$ cat src/rtl/alarm_time_counter_if.sv
// Set/run controls and time-of-day outputs of the alarm clock time keeper.
// The time keeper is the slave side; the alarm logic or a testbench is the master side.
interface alarm_time_counter_if;
  logic       ena;
  logic       fast;
  logic       set_valid;
  logic [4:0] set_hours;
  logic [5:0] set_minutes;
  logic [4:0] hours;
  logic [5:0] minutes;
  logic [5:0] seconds;
  logic       sec_tick;
  logic       min_tick;
  logic       day_tick;
  logic       set_err;

  // set_valid is a one-sided request with no ready: a legal value is always
  // taken on the next edge and an illegal one is answered by a set_err pulse.
  modport master (
    output ena, fast, set_valid, set_hours, set_minutes,
    input  hours, minutes, seconds, sec_tick, min_tick, day_tick, set_err
  );

  modport slave (
    input  ena, fast, set_valid, set_hours, set_minutes,
    output hours, minutes, seconds, sec_tick, min_tick, day_tick, set_err
  );
endinterface

$ cat src/rtl/alarm_time_counter.sv
// 24-hour time keeper: prescales the system clock to a 1 Hz tick and keeps
// hours/minutes/seconds, with a user load port that rejects illegal times.
module alarm_time_counter #(
  parameter int CLKS_PER_SEC = 10000000
) (
  input  logic                 clk,
  input  logic                 rst_n,
  alarm_time_counter_if.slave  bus
);

  localparam int             PW      = $clog2(CLKS_PER_SEC);
  localparam logic [PW-1:0]  PS_LAST = PW'(CLKS_PER_SEC - 1);

  logic [PW-1:0] r_presc;
  logic [4:0]    r_hours;
  logic [5:0]    r_minutes;
  logic [5:0]    r_seconds;
  logic          r_sec_tick;
  logic          r_min_tick;
  logic          r_day_tick;
  logic          r_set_err;

  logic w_set_ok;
  logic w_set_bad;
  logic w_adv;
  logic w_sec_wrap;
  logic w_min_wrap;
  logic w_hr_wrap;

  assign w_set_ok   = bus.set_valid && (bus.set_hours <= 5'd23) && (bus.set_minutes <= 6'd59);
  assign w_set_bad  = bus.set_valid && !w_set_ok;
  assign w_adv      = bus.ena && (bus.fast || (r_presc == PS_LAST));
  assign w_sec_wrap = (r_seconds == 6'd59);
  assign w_min_wrap = (r_minutes == 6'd59);
  assign w_hr_wrap  = (r_hours == 5'd23);

  // A legal load wins over any second that falls due in the same cycle.
  always_ff @(posedge clk) begin
    if (!rst_n) begin
      r_presc <= '0;
    end else if (w_set_ok) begin
      r_presc <= '0;
    end else if (w_adv) begin
      r_presc <= '0;
    end else if (bus.ena) begin
      r_presc <= r_presc + PW'(1);
    end
  end

  always_ff @(posedge clk) begin
    if (!rst_n) begin
      r_hours   <= '0;
      r_minutes <= '0;
      r_seconds <= '0;
    end else if (w_set_ok) begin
      r_hours   <= bus.set_hours;
      r_minutes <= bus.set_minutes;
      r_seconds <= '0;
    end else if (w_adv) begin
      if (w_sec_wrap) begin
        r_seconds <= '0;
        if (w_min_wrap) begin
          r_minutes <= '0;
          r_hours   <= w_hr_wrap ? 5'd0 : r_hours + 5'd1;
        end else begin
          r_minutes <= r_minutes + 6'd1;
        end
      end else begin
        r_seconds <= r_seconds + 6'd1;
      end
    end
  end

  // Ticks are registered alongside the time so each one lines up with its value change.
  always_ff @(posedge clk) begin
    if (!rst_n) begin
      r_sec_tick <= 1'b0;
      r_min_tick <= 1'b0;
      r_day_tick <= 1'b0;
      r_set_err  <= 1'b0;
    end else begin
      r_set_err  <= w_set_bad;
      r_sec_tick <= w_adv && !w_set_ok;
      r_min_tick <= w_adv && !w_set_ok && w_sec_wrap;
      r_day_tick <= w_adv && !w_set_ok && w_sec_wrap && w_min_wrap && w_hr_wrap;
    end
  end

  assign bus.hours    = r_hours;
  assign bus.minutes  = r_minutes;
  assign bus.seconds  = r_seconds;
  assign bus.sec_tick = r_sec_tick;
  assign bus.min_tick = r_min_tick;
  assign bus.day_tick = r_day_tick;
  assign bus.set_err  = r_set_err;

endmodule
$ cat src/flat_wrapper.sv
// flat-port wrapper written by rule: the top's interface ports become plain ports
module alarm_time_counter_flat 
#(
  parameter int CLKS_PER_SEC = 10000000
)
  (clk, rst_n, bus_ena, bus_fast, bus_set_valid, bus_set_hours, bus_set_minutes, bus_hours, bus_minutes, bus_seconds, bus_sec_tick, bus_min_tick, bus_day_tick, bus_set_err);
  alarm_time_counter_if bus_i ();
  input  logic clk;
  input  logic rst_n;
  input wire logic [$bits(bus_i.ena)-1:0] bus_ena;
  input wire logic [$bits(bus_i.fast)-1:0] bus_fast;
  input wire logic [$bits(bus_i.set_valid)-1:0] bus_set_valid;
  input wire logic [$bits(bus_i.set_hours)-1:0] bus_set_hours;
  input wire logic [$bits(bus_i.set_minutes)-1:0] bus_set_minutes;
  output wire logic [$bits(bus_i.hours)-1:0] bus_hours;
  output wire logic [$bits(bus_i.minutes)-1:0] bus_minutes;
  output wire logic [$bits(bus_i.seconds)-1:0] bus_seconds;
  output wire logic [$bits(bus_i.sec_tick)-1:0] bus_sec_tick;
  output wire logic [$bits(bus_i.min_tick)-1:0] bus_min_tick;
  output wire logic [$bits(bus_i.day_tick)-1:0] bus_day_tick;
  output wire logic [$bits(bus_i.set_err)-1:0] bus_set_err;
  assign bus_i.ena = bus_ena;
  assign bus_i.fast = bus_fast;
  assign bus_i.set_valid = bus_set_valid;
  assign bus_i.set_hours = bus_set_hours;
  assign bus_i.set_minutes = bus_set_minutes;
  assign bus_hours = bus_i.hours;
  assign bus_minutes = bus_i.minutes;
  assign bus_seconds = bus_i.seconds;
  assign bus_sec_tick = bus_i.sec_tick;
  assign bus_min_tick = bus_i.min_tick;
  assign bus_day_tick = bus_i.day_tick;
  assign bus_set_err = bus_i.set_err;
  alarm_time_counter #(.CLKS_PER_SEC(CLKS_PER_SEC)) u_core (.clk(clk), .rst_n(rst_n), .bus(bus_i));
endmodule
$ cat config.mk
export PLATFORM = sky130hd
export DESIGN_NAME = alarm_time_counter_flat
export DESIGN_NICKNAME = d
export VERILOG_FILES = /design/src/rtl/alarm_time_counter_if.sv /design/src/rtl/alarm_time_counter.sv /design/src/flat_wrapper.sv
export SDC_FILE = /design/constraint.sdc
export NUM_CORES = 1
export LEC_CHECK = 0
export ABC_AREA = 1
export CAP_MARGIN = 15
export CORE_ASPECT_RATIO = 1.25
export CORE_MARGIN = 2
export CORE_UTILIZATION = 52
export CTS_BUF_LIST = sky130_fd_sc_hd__clkbuf_16
export DETAILED_ROUTE_END_ITERATION = 10
export PLACE_DENSITY = 0.84
export SLEW_MARGIN = 20
export SYNTH_ARGS = -nofsm -noshare
export SYNTH_HDL_FRONTEND = slang
export SYNTH_SLANG_ARGS = --single-unit
$ cat constraint.sdc
create_clock -name clk -period 2.4 [get_ports clk]
set_clock_uncertainty 0.2 [all_clocks]
set_input_delay 0.48 -clock clk [delete_from_list [all_inputs] [get_ports clk]]
set_output_delay 0.48 -clock clk [all_outputs]
set_load 0.05 [all_outputs]
==> flow_metrics.py <==
metrics = {
    "global_route": {
        "grtUsageTotal_pct": 24.1,
        "grt_pass1_vias": 2398,
        "grt_max_degree": 20,
        "antenna_found_initial": 0,
        "globalRoute.totalOverflow": 0,
        "grt_pass1_wl_um": 9920,
    },
    "placed_design": {
        "dp_hpwl_um": 4150,
        "gp_congestion": 0.950,
        "port_buffers": 36,
        "post-place-ws_ns": 0.0958,
    },
    "synth": {
        "ys.flop_type": "dfxtp_1",
        "ys_async_sr_fraction_pct": 0,
        "synth_edf_count": 0,
        "syn_area_um2": 2420,
        "synth_nets": 372,
        "syn_inst": 352,
        "synth-seq-cells": 45,
        "yosys_warnings": 0,
        "syn_avg_cell_area_um2": 6.86,
        "ys_seq_area_share_pct": 37.3,
        "netlist-cell-type-count": 32,
    },
    "timing": {
        "worstMarginPinSlew_ns": 0.520,
        "setup_viol": 0,
        "slew_headroom_pct": 65.2,
        "hold_viol": 0,
        "tns_ns": 0,
        "min_period_ns": 2.30,
        "setup_slack_ns": 0.0988,
        "slew_viol_final": 0,
        "period_share_pct": 95.9,
        "grt_setup_unrepaired": "false",
        "fmax_mhz": 435,
    },
    "cells_and_area": {
        "fillCellCount": 379,
        "final_util_pct": 68.2,
        "mostFrequentLayoutCells": "nand2_1 (79), nor2_1 (56), dfxtp_1 (45)",
        "area_delta_synth_final_pct": 24.9,
        "layout-drive-gt1-share_pct": 7.29,
        "nets": 417,
        "layout_commonest_cell": "nand2_1",
        "diodes": 0,
    },
    "routing": {
        "wirelength_um": 5650,
        "routedWlPerCell_um": 12.4,
        "dr.pass1.iters": 5,
        "vias": 2406,
        "via_per_inst": 5.28,
        "drcViolationCount": 0,
        "dr.first_iter.drc_count": 107,
        "antenna_left": 0,
    },
    "critical_path": {
        "cp_data_required_time_ns": 1.72,
        "cp_max_fo": 7,
        "end_kind": "output port",
        "cp_cell_sequence": "clkdlybuf4s50_1",
        "crit_family": "buffers and inverters",
        "crit_slowest_cell": "clkdlybuf4s50_1",
        "crit_path_start_kind": "flop",
        "crit_type": "flop to output port",
        "crit_path_max_incr_delay_ns": 0.86,
        "cp_num_buf_inv": 1,
        "critPathArrivalTime_ns": 1.62,
    },
    "clock_tree": {
        "cts_root_buf": "clkbuf_16",
        "cts_made_buffers": 5,
        "cts.sinks": 45,
        "post_cts_buffers": 0,
        "cts_tree": "built",
        "ctsHoldBuffers": 0,
        "clk_path_buf_depth": 2,
        "cts_resized": 0,
        "clkSlewWorstSetupHoldPaths_ns": 0.06,
        "clk_latency_ns": 0.29,
        "htreeDepth": 2,
    },
    "floorplanning": {
        "start_util_pct": 54.6,
        "dieHeight_um": 80.2,
        "rows": 27,
        "io_pins": 37,
        "dieArea_um2": 5210,
        "fp.dieW_um": 65.0,
        "core_area_um2": 4430,
    },
    "power": {
        "peakVddDrop_mv": 0.406,
        "power_leakage_nw": 1.17,
        "powerDensity_nw_per_um2": 567,
        "power_mw": 1.71,
    },
    "run_status": {
        "status": "finished clean",
    },
    "flow_run": {
        "maxCapViolCount": 0,
    },
    "hold_path": {
        "worstHoldPathType": "flop to flop",
    },
}
cell usage after synthesis, types with 2 or more instances:
| cell type | n | area [µm²] |
|---|---|---|
| a21oi_1 | 26 | 130 |
| buf_2 | 3 | 15.0 |
| buf_4 | 2 | 15.0 |
| buf_6 | 2 | 22.5 |
| dfxtp_1 | 45 | 901 |
| ha_1 | 4 | 50.1 |
| inv_1 | 37 | 139 |
| inv_2 | 2 | 7.51 |
| nand2_1 | 79 | 297 |
| nand2_2 | 2 | 12.5 |
| nand3_1 | 32 | 160 |
| nand3b_1 | 2 | 15.0 |
| nand4_1 | 8 | 50.1 |
| nor2_1 | 56 | 210 |
| nor3_1 | 5 | 25.0 |
| nor4_1 | 4 | 25.0 |
| o21ai_0 | 8 | 40.0 |
| o2bb2ai_1 | 3 | 26.3 |
| or2_0 | 3 | 18.8 |
| or2_2 | 2 | 12.5 |
| xnor2_1 | 8 | 70.1 |
| xor2_1 | 9 | 78.8 |
final timing paths:
kind	slack (ns)	to	cells past startpoint	startpoint
setup reg to reg	0.39	u_core.r_presc[18]$_SDFFE_PP0P_	10	u_core.r_presc[0]$_SDFFE_PP0P_
hold reg to reg	0.29	u_core.r_presc[1]$_SDFFE_PP0P_	2	u_core.r_presc[1]$_SDFFE_PP0P_
setup / recovery	0.1	bus_minutes[2]	1	u_core.bus.minutes[2]$_SDFFE_PN0P_
hold / removal	0.29	u_core.r_presc[1]$_SDFFE_PP0P_	2	u_core.r_presc[1]$_SDFFE_PP0P_
tightest hold or removal path: cells and delay by family, from the launching register on:
family / cells / cell delay, ns
flops: 1 / 0.32
simple gates: 1 / 0.07
compound gates: 1 / 0.05
cell type report:
class / count / area [µm²] / area share [%]
multi-input cells: 261 / 1320 / 43.6
flip-flops and latches: 45 / 901 / 29.9
repair buffers: 45 / 428 / 14.2
inverters: 39 / 146 / 4.85
clock buffers: 5 / 125 / 4.15
well taps: 58 / 72.6 / 2.40
clock inverters: 3 / 28.8 / 0.954
per-layer routing:
| layer | vias to the layer above | GRT usage, % | part of all wire, % |
|---|---|---|---|
| li1 | 1233 | - | - |
| met3 | 11 | 5.60 | 6.0 |
| met2 | 84 | 44.0 | 51 |
| met5 | - | 0 | 0 |
| met1 | 1078 | 26.2 | 41 |
| met4 | 0 | 10.2 | 1.8 |
power by group:
part	total, mW	switching, mW	internal (mW)
clock	0.721	0.320	0.401
combinational	0.213	0.128	0.0852
sequential	0.777	0.0163	0.760
total	1.71	0.464	1.25
per-stage QoR:
step                std cells  cell area (µm²)  hold slack, ns
floorplan                 352             2420           0.252
global placement          448             2860           0.266
detailed placement        448             2860           0.283
CTS                       456             3020           0.293
global route              456             3020           0.320
finish                    456             3020           0.289
cell families after synthesis:
logic type,synth area share (%)
AO/OA/AOI/OAI,9.11
XOR/XNOR,6.16
adder cells (fa/ha/maj),2.07
buffers and inverters,8.23
flip-flops,37.3
AND/OR/NAND/NOR,37.1
state kept, by name, summed over array words and instances (netlist names):
name / count
u_core.r_presc: 24
u_core.bus.minutes: 6
u_core.bus.seconds: 6
u_core.bus.hours: 5
u_core.bus.day_tick: 1
u_core.bus.min_tick: 1
u_core.bus.sec_tick: 1
u_core.bus.set_err: 1
(Power assumes the default switching activity.)
